`src/rtl/issue_align_pkg.sv`:
```
// Shared definitions for the dual-slot issue aligner: invalid-slot defaults,
// state encoding, ID accept encodings and the per-slot payload record.
package issue_align_pkg;

  localparam logic [31:0] INST_NOP_DEF = 32'h0340_0000;
  localparam logic [31:0] PC_RESET_DEF = 32'h1c00_0000;

  typedef enum logic [1:0] {
    ST_EMPTY  = 2'b00,
    ST_PAIR   = 2'b01,
    ST_SINGLE = 2'b10
  } state_e;

  localparam logic [1:0] ACC_NONE = 2'b00;
  localparam logic [1:0] ACC_S0   = 2'b01;
  localparam logic [1:0] ACC_BOTH = 2'b11;

  typedef struct packed {
    logic [31:0] inst;
    logic [31:0] pc;
    logic        taken;
    logic        branch;
    logic        priv;
  } slot_t;

  function automatic slot_t empty_slot(input logic [31:0] nop, input logic [31:0] pc_rst);
    slot_t s;
    s.inst   = nop;
    s.pc     = pc_rst;
    s.taken  = 1'b0;
    s.branch = 1'b0;
    s.priv   = 1'b0;
    return s;
  endfunction

endpackage

```
`src/rtl/issue_slot_reg.sv`:
```
// One issue slot: holds inst/pc/predecode bits. Clear wins over load, load over shift;
// a cleared slot holds the invalid-slot values so outputs need no muxing.
module issue_slot_reg
  import issue_align_pkg::*;
#(
  parameter logic [31:0] INST_NOP = INST_NOP_DEF,
  parameter logic [31:0] PC_RESET = PC_RESET_DEF
) (
  input  logic  clk,
  input  logic  rst,
  input  logic  clear,
  input  logic  load,
  input  logic  shift,
  input  slot_t load_data,
  input  slot_t shift_data,
  output slot_t q
);

  always_ff @(posedge clk or posedge rst) begin
    if (rst)        q <= empty_slot(INST_NOP, PC_RESET);
    else if (clear) q <= empty_slot(INST_NOP, PC_RESET);
    else if (load)  q <= load_data;
    else if (shift) q <= shift_data;
  end

endmodule

```
`src/rtl/issue_align.sv`:
```
// Dual-slot issue aligner: pops fetch packets, issues them oldest-first in slot 0,
// holds/shifts partially accepted pairs, and suppresses slots after taken/fault/priv.
module issue_align
  import issue_align_pkg::*;
#(
  parameter logic [31:0] INST_NOP = INST_NOP_DEF,
  parameter logic [31:0] PC_RESET = PC_RESET_DEF
) (
  input  logic        clk,
  input  logic        rst,
  input  logic        flush,
  input  logic        fifo_valid,
  output logic        fifo_ready,
  input  logic [31:0] fifo_inst0,
  input  logic [31:0] fifo_inst1,
  input  logic [31:0] fifo_pc,
  input  logic [31:0] fifo_pc_next,
  input  logic [1:0]  fifo_pc_taken,
  input  logic [31:0] fifo_badv,
  input  logic [6:0]  fifo_exception,
  input  logic [1:0]  fifo_excp_flag,
  input  logic [1:0]  fifo_priv_flag,
  input  logic [1:0]  fifo_branch_flag,
  input  logic [1:0]  id_accept,
  output logic [1:0]  id_valid,
  output logic [31:0] id_inst0,
  output logic [31:0] id_inst1,
  output logic [31:0] id_pc0,
  output logic [31:0] id_pc1,
  output logic [1:0]  id_taken,
  output logic [1:0]  id_branch,
  output logic [1:0]  id_priv,
  output logic [31:0] id_target,
  output logic [6:0]  id_excp,
  output logic [1:0]  id_excp_flag,
  output logic [31:0] id_badv
);

  state_e      state;
  logic [31:0] target;
  logic [6:0]  excp;
  logic [1:0]  excp_flag;
  logic [31:0] badv;

  slot_t       s0, s1;
  slot_t       ld0, ld1;
  logic [1:0]  acc_eff;
  logic        consume_all, pop, shift_one, slot1_ok;
  logic        clear0, clear1;

  always_comb begin
    acc_eff = (id_accept == 2'b10) ? ACC_NONE : id_accept;
    if (state == ST_SINGLE && acc_eff == ACC_BOTH) acc_eff = ACC_S0;
    consume_all = (state == ST_PAIR   && acc_eff == ACC_BOTH) ||
                  (state == ST_SINGLE && acc_eff == ACC_S0);
    fifo_ready  = !flush && !rst && (state == ST_EMPTY || consume_all);
    pop         = fifo_ready && fifo_valid;
    shift_one   = !flush && !pop && state == ST_PAIR && acc_eff == ACC_S0;
    // Slot 1 is younger than any taken branch, fault or privileged op in slot 0.
    slot1_ok    = !fifo_pc_taken[0] && (fifo_excp_flag == 2'b00) && !fifo_priv_flag[0];
    clear0      = flush || (consume_all && !pop);
    clear1      = clear0 || shift_one;

    ld0.inst    = fifo_inst0;
    ld0.pc      = fifo_pc;
    ld0.taken   = fifo_pc_taken[0];
    ld0.branch  = fifo_branch_flag[0];
    ld0.priv    = fifo_priv_flag[0];
    ld1         = empty_slot(INST_NOP, PC_RESET);
    if (slot1_ok) begin
      ld1.inst   = fifo_inst1;
      ld1.pc     = fifo_pc + 32'd4;
      ld1.taken  = fifo_pc_taken[1];
      ld1.branch = fifo_branch_flag[1];
      ld1.priv   = fifo_priv_flag[1];
    end
  end

  issue_slot_reg #(.INST_NOP(INST_NOP), .PC_RESET(PC_RESET)) u_slot0 (
    .clk(clk), .rst(rst), .clear(clear0), .load(pop), .shift(shift_one),
    .load_data(ld0), .shift_data(s1), .q(s0)
  );

  issue_slot_reg #(.INST_NOP(INST_NOP), .PC_RESET(PC_RESET)) u_slot1 (
    .clk(clk), .rst(rst), .clear(clear1), .load(pop), .shift(1'b0),
    .load_data(ld1), .shift_data(ld1), .q(s1)
  );

  always_ff @(posedge clk or posedge rst) begin
    if (rst) begin
      state     <= ST_EMPTY;
      target    <= PC_RESET + 32'd8;
      excp      <= '0;
      excp_flag <= '0;
      badv      <= '0;
    end else if (flush) begin
      state     <= ST_EMPTY;
      excp      <= '0;
      excp_flag <= '0;
      badv      <= '0;
    end else if (pop) begin
      state     <= slot1_ok ? ST_PAIR : ST_SINGLE;
      target    <= fifo_pc_next;
      excp      <= fifo_exception;
      excp_flag <= fifo_excp_flag;
      badv      <= fifo_badv;
    end else if (consume_all || shift_one) begin
      // Fault fields belong to the packet's inst0 only; drop them once it leaves.
      state     <= consume_all ? ST_EMPTY : ST_SINGLE;
      excp      <= '0;
      excp_flag <= '0;
      badv      <= '0;
    end
  end

  always_comb begin
    case (state)
      ST_PAIR:   id_valid = 2'b11;
      ST_SINGLE: id_valid = 2'b01;
      default:   id_valid = 2'b00;
    endcase
  end

  assign id_inst0     = s0.inst;
  assign id_inst1     = s1.inst;
  assign id_pc0       = s0.pc;
  assign id_pc1       = s1.pc;
  assign id_taken     = {s1.taken,  s0.taken};
  assign id_branch    = {s1.branch, s0.branch};
  assign id_priv      = {s1.priv,   s0.priv};
  assign id_target    = target;
  assign id_excp      = excp;
  assign id_excp_flag = excp_flag;
  assign id_badv      = badv;

endmodule

```
`config.mk`:
```
export PLATFORM = sky130hd
export DESIGN_NAME = issue_align
export DESIGN_NICKNAME = d
export VERILOG_FILES = /design/src/rtl/issue_align_pkg.sv /design/src/rtl/issue_slot_reg.sv /design/src/rtl/issue_align.sv
export SDC_FILE = /design/constraint.sdc
export NUM_CORES = 1
export LEC_CHECK = 0
export CAP_MARGIN = 0
export CORE_AREA = 2 2 153 155
export DETAILED_ROUTE_END_ITERATION = 8
export DIE_AREA = 0 0 155 157
export PLACE_DENSITY = 0.73
export SKIP_LAST_GASP = 1
export SLEW_MARGIN = 20
export SYNTH_ARGS = -nofsm -noshare
export SYNTH_HDL_FRONTEND = slang
export SYNTH_SLANG_ARGS = --single-unit
export TNS_END_PERCENT = 5
```
`constraint.sdc`:
```
create_clock -name clk -period 7.6 [get_ports clk]
set_input_delay 1.14 -clock clk [delete_from_list [all_inputs] [get_ports clk]]
set_output_delay 1.14 -clock clk [all_outputs]
set_load 0.05 [all_outputs]
```
==> results.cfg <==
[timing]
report.final.hold_viol_count = 0
fmax_mhz = 231
max_slew_margin_pct = 29.1
fin_crit_sh_pct = 57.0
report.final.setup_viol = 0
totalNegativeSetupSlack_ns = 0
finalWorstPathRequiredPeriod_ns = 4.33
tightest_pin_transition_ns = 1.06
timing.final.max_slew_violations = 0
rsz0062_at_grt = no
fin_worst_skew_ns = 0.00889

[global_routing]
grt_pass1_vias = 7783
globalRouteTotalUtil_pct = 22.7
grt.overflow.total = 0
antenna_found_initial = 0
grt_pass1_wl_um = 43900
pin_count_of_the_biggest_net_entering_global_routing = 138

[floorplan]
die_w_um = 155
fp.dieH_um = 157
floorplan.core_area_um2 = 22500
rows = 55
initial_utilization_pct = 39.2
die_footprint_um2 = 24300
floorplan.io_pins = 391

[yosys]
yosysWarningCount = 0
yosysSeqAreaShare_pct = 59.5
yosys.cell_types.count = 38
synth.cell_area_um2 = 8820
synth.net_count = 999
synthAdderAreaFrac_pct = 0.709
synth_top_family_by_area = compound AO/OA/AOI/OAI gates
synth_seq_cells = 209
complex_gate_fraction_of_the_synthesized_area_pct = 14.1
area_share_of_xor_xnor_cells_in_the_synthesized_design_pct = 2.78
synth_simple_gate_area_share_pct = 13.4
synth.avg_cell_area_um2 = 10.8
postSynthCellCount = 813
synth.mux.area_fraction_pct = 6.70

[clock_tree]
clk_latency_worst_skew_pair_ns = 0.52
post-cts-setup-buffer-count = 0
h_tree_levels = 1
clock_path_buffers = 3
post_cts.resized_instances = 0
cts_tree = built
cts_hold_buffers = 0
numCtsBuffers = 25
ctsRootBufferMaster = clkbuf_16
cts.sinks = 209
clk_transition_reported_paths_ns = 0.06

[detailed_routing]
drt_first_iter_violations = 396
routed_via_density = 5.07
routedWlPerCell_um = 19.1
routed_wl_um = 28500
number_of_vias_after_detailed_routing = 7560
drt_pre_antenna_iters = 4
drt_drc_violations_left = 0
route.antenna.remaining_nets = 0

[pwr]
power.share.switching_pct = 29.8
vdd.ir_drop.worst_v = 0.000138
total_power_mw = 2.99
power-per-cell-area_nw_per_um2 = 218
comb_power_share_pct = 21.1
internal-power_mw = 2.10
clkPwrFrac_pct = 38.3
total_leakage_power_nw = 6.20
power.switching_mw = 0.892
seq_power_share_pct = 40.6

[final_layout]
mostFrequentLayoutCells = 390 x clkdlybuf4s50_1, 205 x nand2_1, 193 x dfrtp_1
diodes = 0
num-nets-final = 1372
drive_gt1_share_pct = 6.97
final_common_cell = clkdlybuf4s50_1
area_delta_synth_final_pct = 55.9

[placement]
dp_hpwl_um = 19800
portBuffers = 390
place_congestion = 0.814

[hold_path]
holdCritPathClass = reg2reg

[job]
timing.max_cap.violations = 0

[setup_path]
critPathLaunchType = input port
critical_path_class = in2out
biggest_fanout_along_the_worst_timing_path = 4
worstPathRequired_ns = 6.46
crit_arrival_ns = 3.19
critPathCaptureType = primary output

[status]
run_status = finished clean
==> flip-flops by register name, summed over array words and instances, names as in the netlist <==
register,flops
u_slot0.q,67
u_slot1.q,67
id_badv,32
id_target,32
id_excp,7
id_excp_flag,2
state,2
==> per-layer routing <==
layer / up-vias / track usage (%) / wire [um]
met3: 54 / 5.92 / 2220
li1: 3572 / - / -
met5: - / 0 / 0
met4: 0 / 7.58 / 930
met1: 3635 / 27.9 / 11300
met2: 299 / 39.1 / 14000
==> cells by family after synthesis <==
kind of cell,Yosys count
AND/OR/NAND/NOR,270
AO/OA/AOI/OAI,183
XOR/XNOR,28
adder cells (fa/ha/maj),5
flip-flops,209
multiplexers,59
buffers and inverters,59
==> cell type report <==
| type | instances | area [um2] |
|---|---|---|
| repair buffers | 398 | 3960 |
| fillers | 1846 | 8750 |
| multi-input cells | 545 | 3340 |
| well taps | 285 | 357 |
| clock buffers | 39 | 758 |
| clock inverters | 7 | 45.0 |
| flip-flops and latches | 209 | 5250 |
| inverters | 7 | 33.8 |
==> worst paths after layout <==
| kind | start | endpoint | slack (ns) | depth (start not counted) |
|---|---|---|---|---|
| worst max register to register | state[0] | u_slot0.q[19] | 4.65 | 7 |
| max in group asynchronous | rst | u_slot0.q[58] | 4.76 | 3 |
| worst min-delay path | id_target[26] | id_target[26] | 0.46 | 2 |
| worst max-delay path | rst | fifo_ready | 3.27 | 5 |
| worst min register to register | id_target[26] | id_target[26] | 0.46 | 2 |
| min in group asynchronous | rst | id_badv[24] | 1.26 | 2 |
==> power groups by stage <==
stage	registers, mW	clock network (mW)	logic [mW]
after CTS	1.21	1.18	0.638
after global placement	1.23	0	0.631
after detailed placement	1.23	0	0.636
after floorplan	1.45	0	0.142
final	1.21	1.15	0.632
after global routing	1.22	1.22	0.669
==> synth_stat cells (all sizes together) <==
cell	n	share of area, %
xor2	11	1.1
nor4	3	0.28
ha	5	0.71
and4	3	0.30
a21oi	6	0.43
and3	5	0.35
nand2	205	8.7
dfstp	16	4.8
dfrtp	193	55
a21o	1	0.085
nand4	4	0.35
o22ai	1	0.071
buf	19	1.1
or4	1	0.13
o21a	1	0.085
a31oi	6	0.43
a22o	77	7.6
nand4bb	1	0.13
mux2i	59	6.7
xnor2	17	1.7
o21ba	1	0.11
a211o	1	0.099
nand3	18	1.0
o22a	3	0.30
inv	7	0.30
nor2	17	0.72
nor3	12	1.3
clkbuf	33	1.4
o21ai	86	4.9
nor2b	1	0.071
==> worst max-delay path: stages <==
cell and delay (ns):
clkdlybuf4s50_1 0.50, o21ba_2 0.34, nand2_1 0.06, nor2_1 0.27, clkdlybuf4s50_1 0.88
==> metrics by stage <==
| step | cells | hold slack, ns | worst slack (ns) | utilization (%) | instance area (um2) |
|---|---|---|---|---|---|
| CTS | 1490 | 0.459 | 3.28 | 61.1 | 13800 |
| finish | 1490 | 0.458 | 3.27 | 61.1 | 13800 |
| floorplan | 813 | 0.571 | 0.777 | - | 8820 |
| global route | 1490 | 0.472 | 3.19 | 61.1 | 13800 |
| global placement | 1444 | 0.447 | 3.27 | 57.5 | 12900 |
| detailed placement | 1444 | 0.449 | 3.30 | 57.5 | 12900 |
No activity file was read; power rests on OpenSTA's default activity.
